## src/rtl/alu_pkg.sv

```systemverilog
// Shared opcode encoding and width constants for the ALU pipeline.
package alu_pkg;

    localparam int ALU_OP_W  = 4;
    localparam int ALU_WIDTH = 32;

    typedef logic [ALU_OP_W-1:0] alu_op_t;

    localparam alu_op_t ALU_ADD  = 4'd0;
    localparam alu_op_t ALU_SUB  = 4'd1;
    localparam alu_op_t ALU_AND  = 4'd2;
    localparam alu_op_t ALU_OR   = 4'd3;
    localparam alu_op_t ALU_XOR  = 4'd4;
    localparam alu_op_t ALU_NOR  = 4'd5;
    localparam alu_op_t ALU_SLT  = 4'd6;
    localparam alu_op_t ALU_SLTU = 4'd7;
    localparam alu_op_t ALU_SLL  = 4'd8;
    localparam alu_op_t ALU_SRL  = 4'd9;
    localparam alu_op_t ALU_SRA  = 4'd10;

endpackage

```

## src/rtl/alu_core.sv

```systemverilog
// Combinational ALU datapath: add, subtract, compares, bitwise logic and shifts.
// Reserved opcodes (11-15) yield a zero result with no overflow.
module alu_core
    import alu_pkg::*;
#(
    parameter int WIDTH = ALU_WIDTH
) (
    input  logic [ALU_OP_W-1:0] i_op,
    input  logic [WIDTH-1:0]    i_a,
    input  logic [WIDTH-1:0]    i_b,
    output logic [WIDTH-1:0]    o_q,
    output logic                o_of
);

    localparam int SH_W = $clog2(WIDTH);

    logic [WIDTH-1:0] w_sum;
    logic             w_add_of;
    logic [WIDTH:0]   w_diff_c;
    logic [WIDTH-1:0] w_diff;
    logic             w_sub_of;
    logic             w_slt;
    logic             w_sltu;
    logic [SH_W-1:0]  w_shamt;

    assign w_sum    = i_a + i_b;
    assign w_add_of = (i_a[WIDTH-1] == i_b[WIDTH-1]) && (w_sum[WIDTH-1] != i_a[WIDTH-1]);

    // Subtract as A + ~B + 1; the top bit is the carry, i.e. "no borrow".
    assign w_diff_c = {1'b0, i_a} + {1'b0, ~i_b} + {{WIDTH{1'b0}}, 1'b1};
    assign w_diff   = w_diff_c[WIDTH-1:0];
    assign w_sub_of = (i_a[WIDTH-1] != i_b[WIDTH-1]) && (w_diff[WIDTH-1] != i_a[WIDTH-1]);
    assign w_slt    = w_diff[WIDTH-1] ^ w_sub_of;
    assign w_sltu   = ~w_diff_c[WIDTH];

    assign w_shamt  = i_b[SH_W-1:0];

    always_comb begin
        o_q  = '0;
        o_of = 1'b0;
        case (i_op)
            ALU_ADD:  begin o_q = w_sum;  o_of = w_add_of; end
            ALU_SUB:  begin o_q = w_diff; o_of = w_sub_of; end
            ALU_AND:  o_q = i_a & i_b;
            ALU_OR:   o_q = i_a | i_b;
            ALU_XOR:  o_q = i_a ^ i_b;
            ALU_NOR:  o_q = ~(i_a | i_b);
            ALU_SLT:  begin o_q = {{(WIDTH-1){1'b0}}, w_slt};  o_of = w_sub_of; end
            ALU_SLTU: begin o_q = {{(WIDTH-1){1'b0}}, w_sltu}; o_of = w_sub_of; end
            ALU_SLL:  o_q = i_a << w_shamt;
            ALU_SRL:  o_q = i_a >> w_shamt;
            ALU_SRA:  o_q = $signed(i_a) >>> w_shamt;
            default:  begin o_q = '0; o_of = 1'b0; end
        endcase
    end

endmodule

```

## src/rtl/alu_pipe.sv

```systemverilog
// Two-stage registered ALU with valid/ready handshake on both sides.
// Optional out_zero flag is enabled by defining ALU_PIPE_FLAGS_EN.
module alu_pipe
    import alu_pkg::*;
#(
    parameter int WIDTH = ALU_WIDTH
) (
    input  logic                clk,
    input  logic                rst,
    input  logic                in_valid,
    output logic                in_ready,
    input  logic [ALU_OP_W-1:0] in_op,
    input  logic [WIDTH-1:0]    in_a,
    input  logic [WIDTH-1:0]    in_b,
    output logic                out_valid,
    input  logic                out_ready,
    output logic [WIDTH-1:0]    out_q,
`ifdef ALU_PIPE_FLAGS_EN
    output logic                out_zero,
`endif
    output logic                out_of
);

    logic                r_s1_valid;
    logic [ALU_OP_W-1:0] r_s1_op;
    logic [WIDTH-1:0]    r_s1_a;
    logic [WIDTH-1:0]    r_s1_b;
    logic                r_s2_valid;
    logic [WIDTH-1:0]    r_s2_q;
    logic                r_s2_of;

    logic                w_advance;
    logic                w_in_fire;
    logic [WIDTH-1:0]    w_q;
    logic                w_of;

    assign w_advance = r_s1_valid && (!r_s2_valid || out_ready);
    // Held low during reset so nothing is offered as accepted while the pipe is cleared.
    assign in_ready  = !rst && (!r_s1_valid || w_advance);
    assign w_in_fire = in_valid && in_ready;

    alu_core #(.WIDTH(WIDTH)) u_core (
        .i_op (r_s1_op),
        .i_a  (r_s1_a),
        .i_b  (r_s1_b),
        .o_q  (w_q),
        .o_of (w_of)
    );

    always_ff @(posedge clk or posedge rst) begin
        if (rst) begin
            r_s1_valid <= 1'b0;
            r_s1_op    <= '0;
            r_s1_a     <= '0;
            r_s1_b     <= '0;
        end else if (w_in_fire) begin
            r_s1_valid <= 1'b1;
            r_s1_op    <= in_op;
            r_s1_a     <= in_a;
            r_s1_b     <= in_b;
        end else if (w_advance) begin
            r_s1_valid <= 1'b0;
        end
    end

    always_ff @(posedge clk or posedge rst) begin
        if (rst) begin
            r_s2_valid <= 1'b0;
            r_s2_q     <= '0;
            r_s2_of    <= 1'b0;
        end else if (w_advance) begin
            r_s2_valid <= 1'b1;
            r_s2_q     <= w_q;
            r_s2_of    <= w_of;
        end else if (out_ready) begin
            r_s2_valid <= 1'b0;
        end
    end

`ifdef ALU_PIPE_FLAGS_EN
    logic r_s2_zero;

    always_ff @(posedge clk or posedge rst) begin
        if (rst) begin
            r_s2_zero <= 1'b0;
        end else if (w_advance) begin
            r_s2_zero <= (w_q == '0);
        end
    end

    assign out_zero = r_s2_zero;
`endif

    assign out_valid = r_s2_valid;
    assign out_q     = r_s2_q;
    assign out_of    = r_s2_of;

endmodule

```

## config.mk

```make
export PLATFORM = sky130hd
export DESIGN_NAME = alu_pipe
export DESIGN_NICKNAME = d
export VERILOG_FILES = /design/src/rtl/alu_pkg.sv /design/src/rtl/alu_core.sv /design/src/rtl/alu_pipe.sv
export SDC_FILE = /design/constraint.sdc
export NUM_CORES = 1
export LEC_CHECK = 0
export CORE_MARGIN = 10
export CORE_UTILIZATION = 55
export CTS_CLUSTER_SIZE = 20
export DETAILED_ROUTE_END_ITERATION = 16
export PLACE_DENSITY = 0.84
export SETUP_SLACK_MARGIN = 0.05
export SYNTH_ARGS = -nofsm -noshare
export SYNTH_HDL_FRONTEND = slang
export SYNTH_SLANG_ARGS = --single-unit
export TNS_END_PERCENT = 1
```

## constraint.sdc

```tcl
create_clock -name clk -period 5 [get_ports clk]
set_clock_uncertainty 0.1 [all_clocks]
set_input_delay 1.25 -clock clk [delete_from_list [all_inputs] [get_ports clk]]
set_output_delay 1.25 -clock clk [all_outputs]
set_load 0.02 [all_outputs]
```

==> results of run 1 <==
## logic make-up (layout without fill, tap and decap cells)
logic type,after synthesis,in the layout,synth area share [%]
other,0,2,0
flip-flops,103,103,19.7
buffers and inverters,228,275,6.97
AO/OA/AOI/OAI,512,512,26.1
XOR/XNOR,13,13,0.871
multiplexers,189,189,20.4
adder cells (fa/ha/maj),103,103,10.0
AND/OR/NAND/NOR,462,462,16.0
## power by group through the flow
stage | sequential (mW) | clock (mW) | combinational [mW]
after floorplan | 1.33 | 0 | 2.64
after global placement | 1.26 | 0 | 4.07
after detailed placement | 1.27 | 0 | 4.09
after CTS | 1.25 | 0.778 | 4.11
after global routing | 1.29 | 0.808 | 4.53
final | 1.27 | 0.784 | 4.26
## worst paths after layout
check                                               to  slack, ps  depth (start not counted)
min in group asynchronous       r_s1_a[24]$_DFFE_PP0P_       1200                          2
worst max-delay path              out_q[0]$_DFFE_PP0P_        340                         19
worst min register to register    out_q[5]$_DFFE_PP0P_        370                          2
worst max register to register    out_q[0]$_DFFE_PP0P_        340                         19
max in group asynchronous       r_s1_b[16]$_DFFE_PP0P_       2830                          3
worst min-delay path              out_q[5]$_DFFE_PP0P_        370                          2
## cell usage in the layout, fill, tap and decap left out, drive strengths merged, types with 16 or more instances in the layout
cell	Yosys	routed
a211oi	36	36
mux2	85	85
o21bai	17	17
nand2b	18	18
o211ai	24	24
nand3	25	25
ha	100	100
a21oi	141	141
dfrtp	103	103
mux4	53	53
a221oi	22	22
mux2i	51	51
nor2	164	164
nor2b	17	17
a31oi	19	19
nor3	35	35
buf	54	59
inv	94	98
a22oi	16	16
o31ai	16	16
nand2	140	140
clkdlybuf4s50	0	106
o21ai	107	107
## per-layer routing
metal  routed length, µm  part of all wire [%]
met1               22100                    40
met2               23800                    43
met3                7930                    14
met4                1680                   3.0
met5                   0                     0
## through the flow
| step | area [µm²] | setup WS [ps] | total power [mW] |
|---|---|---|---|
| floorplan | 13100 | 160 | 3.97 |
| detailed placement | 14500 | 473 | 5.36 |
| CTS | 14800 | 450 | 6.14 |
| global route | 14800 | 221 | 6.62 |
| finish | 14800 | 338 | 6.31 |
| global placement | 14500 | 595 | 5.32 |
## area by class of cell
type,count,area (µm²)
Multi-Input combinational cell,1279,9630
Clock buffer,9,225
Timing Repair Buffer,165,1520
Sequential cell,103,2580
Inverter,94,355
Antenna cell,2,5.00
Clock inverter,7,72.6
Tap cell,319,399
Fill cell,2062,8610
## flip-flops by register name (all words and copies together) (netlist names)
name	count
r_s1_valid	1
r_s1_a	32
out_of	1
r_s1_b	32
out_valid	1
out_q	32
r_s1_op	4
## worst reg2reg max path, delay by kind of cell, from the launching register on
family / cells / cell delay, ps
AO/OA/AOI/OAI: 9 / 1880
AND/OR/NAND/NOR: 5 / 1140
adder cells (fa/ha/maj): 2 / 530
flip-flops: 1 / 490
buffers and inverters: 2 / 260
multiplexers: 1 / 140
==> reports/metrics.csv, run 1 <==
stage,metric,value,unit
grt,met1 Use GR,48.3,%
clocking,CTS tree,done,
floorplanning,row count,56,
pwr,Comb pwr share,67.5,%
finish,P&R area growth vs syn,13.1,%
setup_path,Top delay family on crit path,compound AO/OA/AOI/OAI gates,
timing,final worst-path cycle share,93.2,%
clocking,Root Buffer,clkbuf_16,
placement,GPL Wtd Cong,1.05,
pwr,Static Leak,6.13,nW
grt,met2 Track Usage GR,52.5,%
synthesis,post-synthesis cell count,1610,
synthesis,"Seq/Total Area, Yosys",19.7,%
synthesis,average cell area after synthesis,8.12,µm²
setup_path,slowest cell delay on critical path,490,ps
grt,gr usage total,35.5,%
timing,Hold Worst Slack,374,ps
clocking,CTS Hold Bufs,0,
detailed_routing,Vias/cell,7.00,
timing,# setup viols final,0,
setup_path,CP Class,reg -> reg,
detailed_routing,drt pass-1 iters,5,
worst_hold_path,worst hold start,out_q[5]$_DFFE_PP0P_,
clocking,clock slew at reported path FFs,100,ps
grt,vias in the first global route,13200,
synthesis,Most used DFF post-synth,dfrtp_1,
pwr,Clock power frac,12.4,%
run_status,status,"complete, no violations",
run,number of max-cap violations,0,
floorplanning,initial core utilization,55.9,%
floorplanning,total die area,30300,µm²
finish,fin util,63.2,%
finish,layout cell share with drive strength beyond 1,14.6,%
floorplanning,Die X,174,µm
setup_path,cells along the critical path,inv_2 > buf_4 > ha_1 > o21ba_2 > or4_1 > nand4_1 > nand4_1 > and3b_1 > o211a_1 > o41a_1 > o21bai_1 > a21oi_1 > fa_1 > mux2i_1 > a211oi_1 > a21oi_1 > nor3_1 > a311oi_1 > o2111ai_1,
floorplanning,Core ar.,23400,µm²
synthesis,most common cell in the synthesized netlist,nor2_1,
timing,Worst Max-Slew Pin Slew,1010,ps
clocking,Clock Latency Late Sink,390,ps
setup_path,slowest cell on the critical path,dfrtp_4,
detailed_routing,WL final,55500,µm
synthesis,post-synth net total,1785,
detailed_routing,First DRT Iteration DRCs,2262,
setup_path,CP startpoint,r_s1_b[1]$_DFFE_PP0P_,
synthesis,Post-synth EDFFs,0,
clocking,# Post-CTS Setup Buffers,0,
placement,# port buffers,106,
setup_path,Setup crit start kind,flip-flop,
timing,Period minus WS final,4660,ps
timing,Setup TNS Final,0,ps
pwr,Internal Power,3.04,mW
synthesis,most frequent cells after synthesis,"nor2_1 (164), a21oi_1 (141), nand2_1 (140)",
floorplanning,die height,174,µm
setup_path,crit path DAT,4810,ps
synthesis,number of distinct library cells after synthesis,80,
synthesis,post-synthesis register bit count,103,
setup_path,crit end category,flip-flop,
timing,"Slew Viols, Final",0,
synthesis,cell accounting for the most synthesized area,dfrtp_1,
pwr,Sw Pwr,3.27,mW
synthesis,Synth Cell Area,13100,µm²
grt,"Remaining Overflow, GRT",0,
setup_path,RR Startpoint,r_s1_b[1]$_DFFE_PP0P_,
detailed_routing,# DRC,0,
synthesis,Yosys top cell area share,19.7,%
grt,M3 GR Usage,11.6,%
clocking,post-CTS sizing,0,
pwr,Cell Pwr Density,427,nW/µm²
pwr,switch share,51.9,%
placement,hpwl dp,41600,µm
finish,Final Instance Count excl. Fillers,1978,
synthesis,leading post-synthesis cells by cell area,"dfrtp_1 (20%), ha_1 (9.6%), mux4_2 (9.1%)",
detailed_routing,Routed Antenna Nets,0,
timing,maximum clock rate,0.214,GHz
worst_hold_path,Hold Path Class,reg -> reg,
pwr,Max VDD drop,0.215,mV
finish,nets,1827,
clocking,H-tree depth,3,
setup_path,Worst Path Buf+Inv,2,
detailed_routing,DR WL/cell,28.1,µm
synthesis,post-synthesis async set-or-reset flop share,100,%
clocking,clk buf depth,2,
grt,grt peak-use layer,met2,
floorplanning,I/O Pins,107,
pwr,Reg power frac,20.1,%
grt,initial antenna violation count,3,
timing,Fin. Hold Viols,0,
detailed_routing,vias post-DR,13800,
setup_path,"critical path fanouts, max",9,
setup_path,CP required,5150,ps
grt,global-route wire length before repair,83900,µm
clocking,CTS buffer count,9,
timing,RSZ-0062 raised after global routing,no,
clocking,clock sinks,103,
synthesis,Synth warnings,0,
grt,pin count of the biggest net entering global routing,70,
placement,placed insts,1960,
timing,worst slew margin relative to its limit,32.4,%
Note: power is estimated with default switching activity, not from simulation.
==> inputs of run 2 (changes only) <==
--- a/config.mk
+++ b/config.mk
@@ -11,6 +11,7 @@
 export DETAILED_ROUTE_END_ITERATION = 16
 export PLACE_DENSITY = 0.84
 export SETUP_SLACK_MARGIN = 0.05
+export SLEW_MARGIN = 20
 export SYNTH_ARGS = -nofsm -noshare
 export SYNTH_HDL_FRONTEND = slang
 export SYNTH_SLANG_ARGS = --single-unit
==> constraint.sdc (replaced) <==
create_clock -name clk -period 5 [get_ports clk]
set_clock_uncertainty 0.1 [all_clocks]
set_input_delay 1.25 -clock clk [delete_from_list [all_inputs] [get_ports clk]]
set_output_delay 1.25 -clock clk [all_outputs]
set_load 0.01 [all_outputs]
==> run 2 against run 1 <==
Compared with the run above:
- final cell count up 0.20%
- largest power group unchanged
- non-clock buffer count up 6
- cell area up 0.19%
- maximum frequency up 0.15%
- sequential share of layout area about the same
==> reports/metrics.csv, run 2 (synthesis results as in run 1) <==
stage,metric,value,unit
run_status,status,"complete, no violations",
timing,# setup viols final,0,
setup_path,crit end category,flip-flop,
detailed_routing,drt pass-1 iters,8,
finish,Ant. Diodes,0,
grt,vias in the first global route,13100,
placement,# port buffers,106,
finish,P&R area growth vs syn,13.4,%
worst_hold_path,Hold Path Class,reg -> reg,
setup_path,crit path DAT,4780,ps
pwr,Reg power frac,20.3,%
clocking,Root Buffer,clkbuf_16,
clocking,H-tree depth,3,
floorplanning,die height,174,µm
timing,worst slew margin relative to its limit,21.4,%
pwr,Comb pwr share,67.4,%
pwr,Clock power frac,12.3,%
timing,Period minus WS final,4660,ps
clocking,clk buf depth,2,
clocking,CTS Hold Bufs,0,
pwr,Sw Pwr,3.17,mW
floorplanning,Die X,174,µm
setup_path,Setup crit start kind,flip-flop,
finish,most frequent cells in the layout,"nor2_1 (163), a21oi_1 (141), nand2_1 (139)",
setup_path,slowest cell on the critical path,dfrtp_4,
finish,fin util,63.3,%
detailed_routing,WL final,55000,µm
setup_path,Reg2Reg Depth,18,
setup_path,CP required,5130,ps
setup_path,slowest cell delay on critical path,490,ps
placement,placed insts,1966,
clocking,CTS buffer count,9,
timing,"Slew Viols, Final",0,
setup_path,Top delay family on crit path,compound AO/OA/AOI/OAI gates,
detailed_routing,DR WL/cell,27.7,µm
pwr,Internal Power,3.04,mW
grt,"Remaining Overflow, GRT",0,
grt,pin count of the biggest net entering global routing,70,
run,number of max-cap violations,0,
placement,GPL Wtd Cong,1.05,
pwr,Static Leak,6.15,nW
floorplanning,initial core utilization,55.9,%
setup_path,cells along the critical path,inv_2 > ha_1 > o21ba_2 > or4_1 > nand4_1 > nand4_1 > and3b_1 > o211a_1 > o41a_1 > o21bai_1 > a21oi_1 > fa_1 > mux2i_1 > a211oi_1 > a21oi_1 > nor3_1 > a311oi_1 > o2111ai_1,
timing,Setup TNS Final,0,ps
placement,hpwl dp,41500,µm
timing,Fin. Hold Viols,0,
pwr,Cell Pwr Density,419,nW/µm²
setup_path,"critical path fanouts, max",5,
timing,RSZ-0062 raised after global routing,no,
worst_hold_path,Hold Path Stages,2,
finish,"commonest non-fill, non-tap cell in the layout",nor2_1,
clocking,# Post-CTS Setup Buffers,0,
timing,Hold Worst Slack,388,ps
clocking,CTS tree,done,
clocking,Clock Latency Late Sink,380,ps
pwr,switch share,51.0,%
finish,fillers,2070,
detailed_routing,# DRC,0,
finish,layout cell share with drive strength beyond 1,14.9,%
clocking,clock slew at reported path FFs,100,ps
floorplanning,row count,56,
finish,Final Instance Count excl. Fillers,1982,
timing,Worst Max-Slew Pin Slew,1150,ps
detailed_routing,First DRT Iteration DRCs,1970,
setup_path,Worst Path Buf+Inv,1,
detailed_routing,met2 routed WL,23300,µm
detailed_routing,vias post-DR,13900,
floorplanning,I/O Pins,107,
setup_path,CP Depth,18,
clocking,post-CTS sizing,0,
grt,gr usage total,34.8,%
detailed_routing,met3 routed WL,7450,µm
detailed_routing,top sig layer,met5,
timing,final worst-path cycle share,93.1,%
floorplanning,Core ar.,23400,µm²
finish,nets,1833,
grt,global-route wire length before repair,82300,µm
detailed_routing,Routed Antenna Nets,0,
finish,multi-input logic area,9620,µm²
setup_path,CP Class,reg -> reg,
finish,FF+latch area,2580,µm²
floorplanning,total die area,30300,µm²
clocking,clock sinks,103,
grt,initial antenna violation count,1,
detailed_routing,Vias/cell,7.02,
detailed_routing,WL met1,22400,µm
timing,maximum clock rate,0.215,GHz
pwr,Max VDD drop,0.270,mV
run 2: layout make-up:
| type | count | share of cell area [%] |
|---|---|---|
| tap | 319 | 2.69 |
| multi-input combinational | 1279 | 65.0 |
| inverter | 94 | 2.40 |
| timing repair buffer | 171 | 10.5 |
| clock inverter | 7 | 0.448 |
| sequential | 103 | 17.4 |
| clock buffer | 9 | 1.52 |
run 2: worst paths after layout:
check,startpoint,to,slack (ps)
max in group asynchronous,rst,r_s1_a[11]$_DFFE_PP0P_,2780
hold / removal,out_q[11]$_DFFE_PP0P_,out_q[11]$_DFFE_PP0P_,390
min in group asynchronous,rst,r_s1_valid$_DFFE_PP0P_,1240
hold reg to reg,out_q[11]$_DFFE_PP0P_,out_q[11]$_DFFE_PP0P_,390
setup reg to reg,r_s1_b[1]$_DFFE_PP0P_,out_q[0]$_DFFE_PP0P_,340
setup / recovery,r_s1_b[1]$_DFFE_PP0P_,out_q[0]$_DFFE_PP0P_,340
run 2: power groups by stage:
stage / registers, mW / logic (mW) / clock network [mW]
after floorplan: 1.25 / 2.64 / 0
after global placement: 1.25 / 3.99 / 0
after detailed placement: 1.26 / 4.03 / 0
after CTS: 1.25 / 4.05 / 0.767
after global routing: 1.28 / 4.44 / 0.794
final: 1.26 / 4.19 / 0.763
run 2: worst min-delay path: stages, from the launching register on:
cell and delay, ps:
dfrtp_1 350, nand2_1 40, o21ai_0 60
run 2: metrics by stage:
stage	setup slack [ps]	cell area (µm²)	total power [mW]
floorplan	160	13100	3.89
global placement	599	14500	5.24
detailed placement	456	14500	5.29
CTS	434	14800	6.06
global route	112	14800	6.52
finish	345	14800	6.22
run 2: layer usage:
layer,vias to the layer above,GRT usage (%)
li1,6044,-
met1,6671,49.1
met2,1050,50.9
met3,155,8.97
met4,2,10.5
met5,-,0
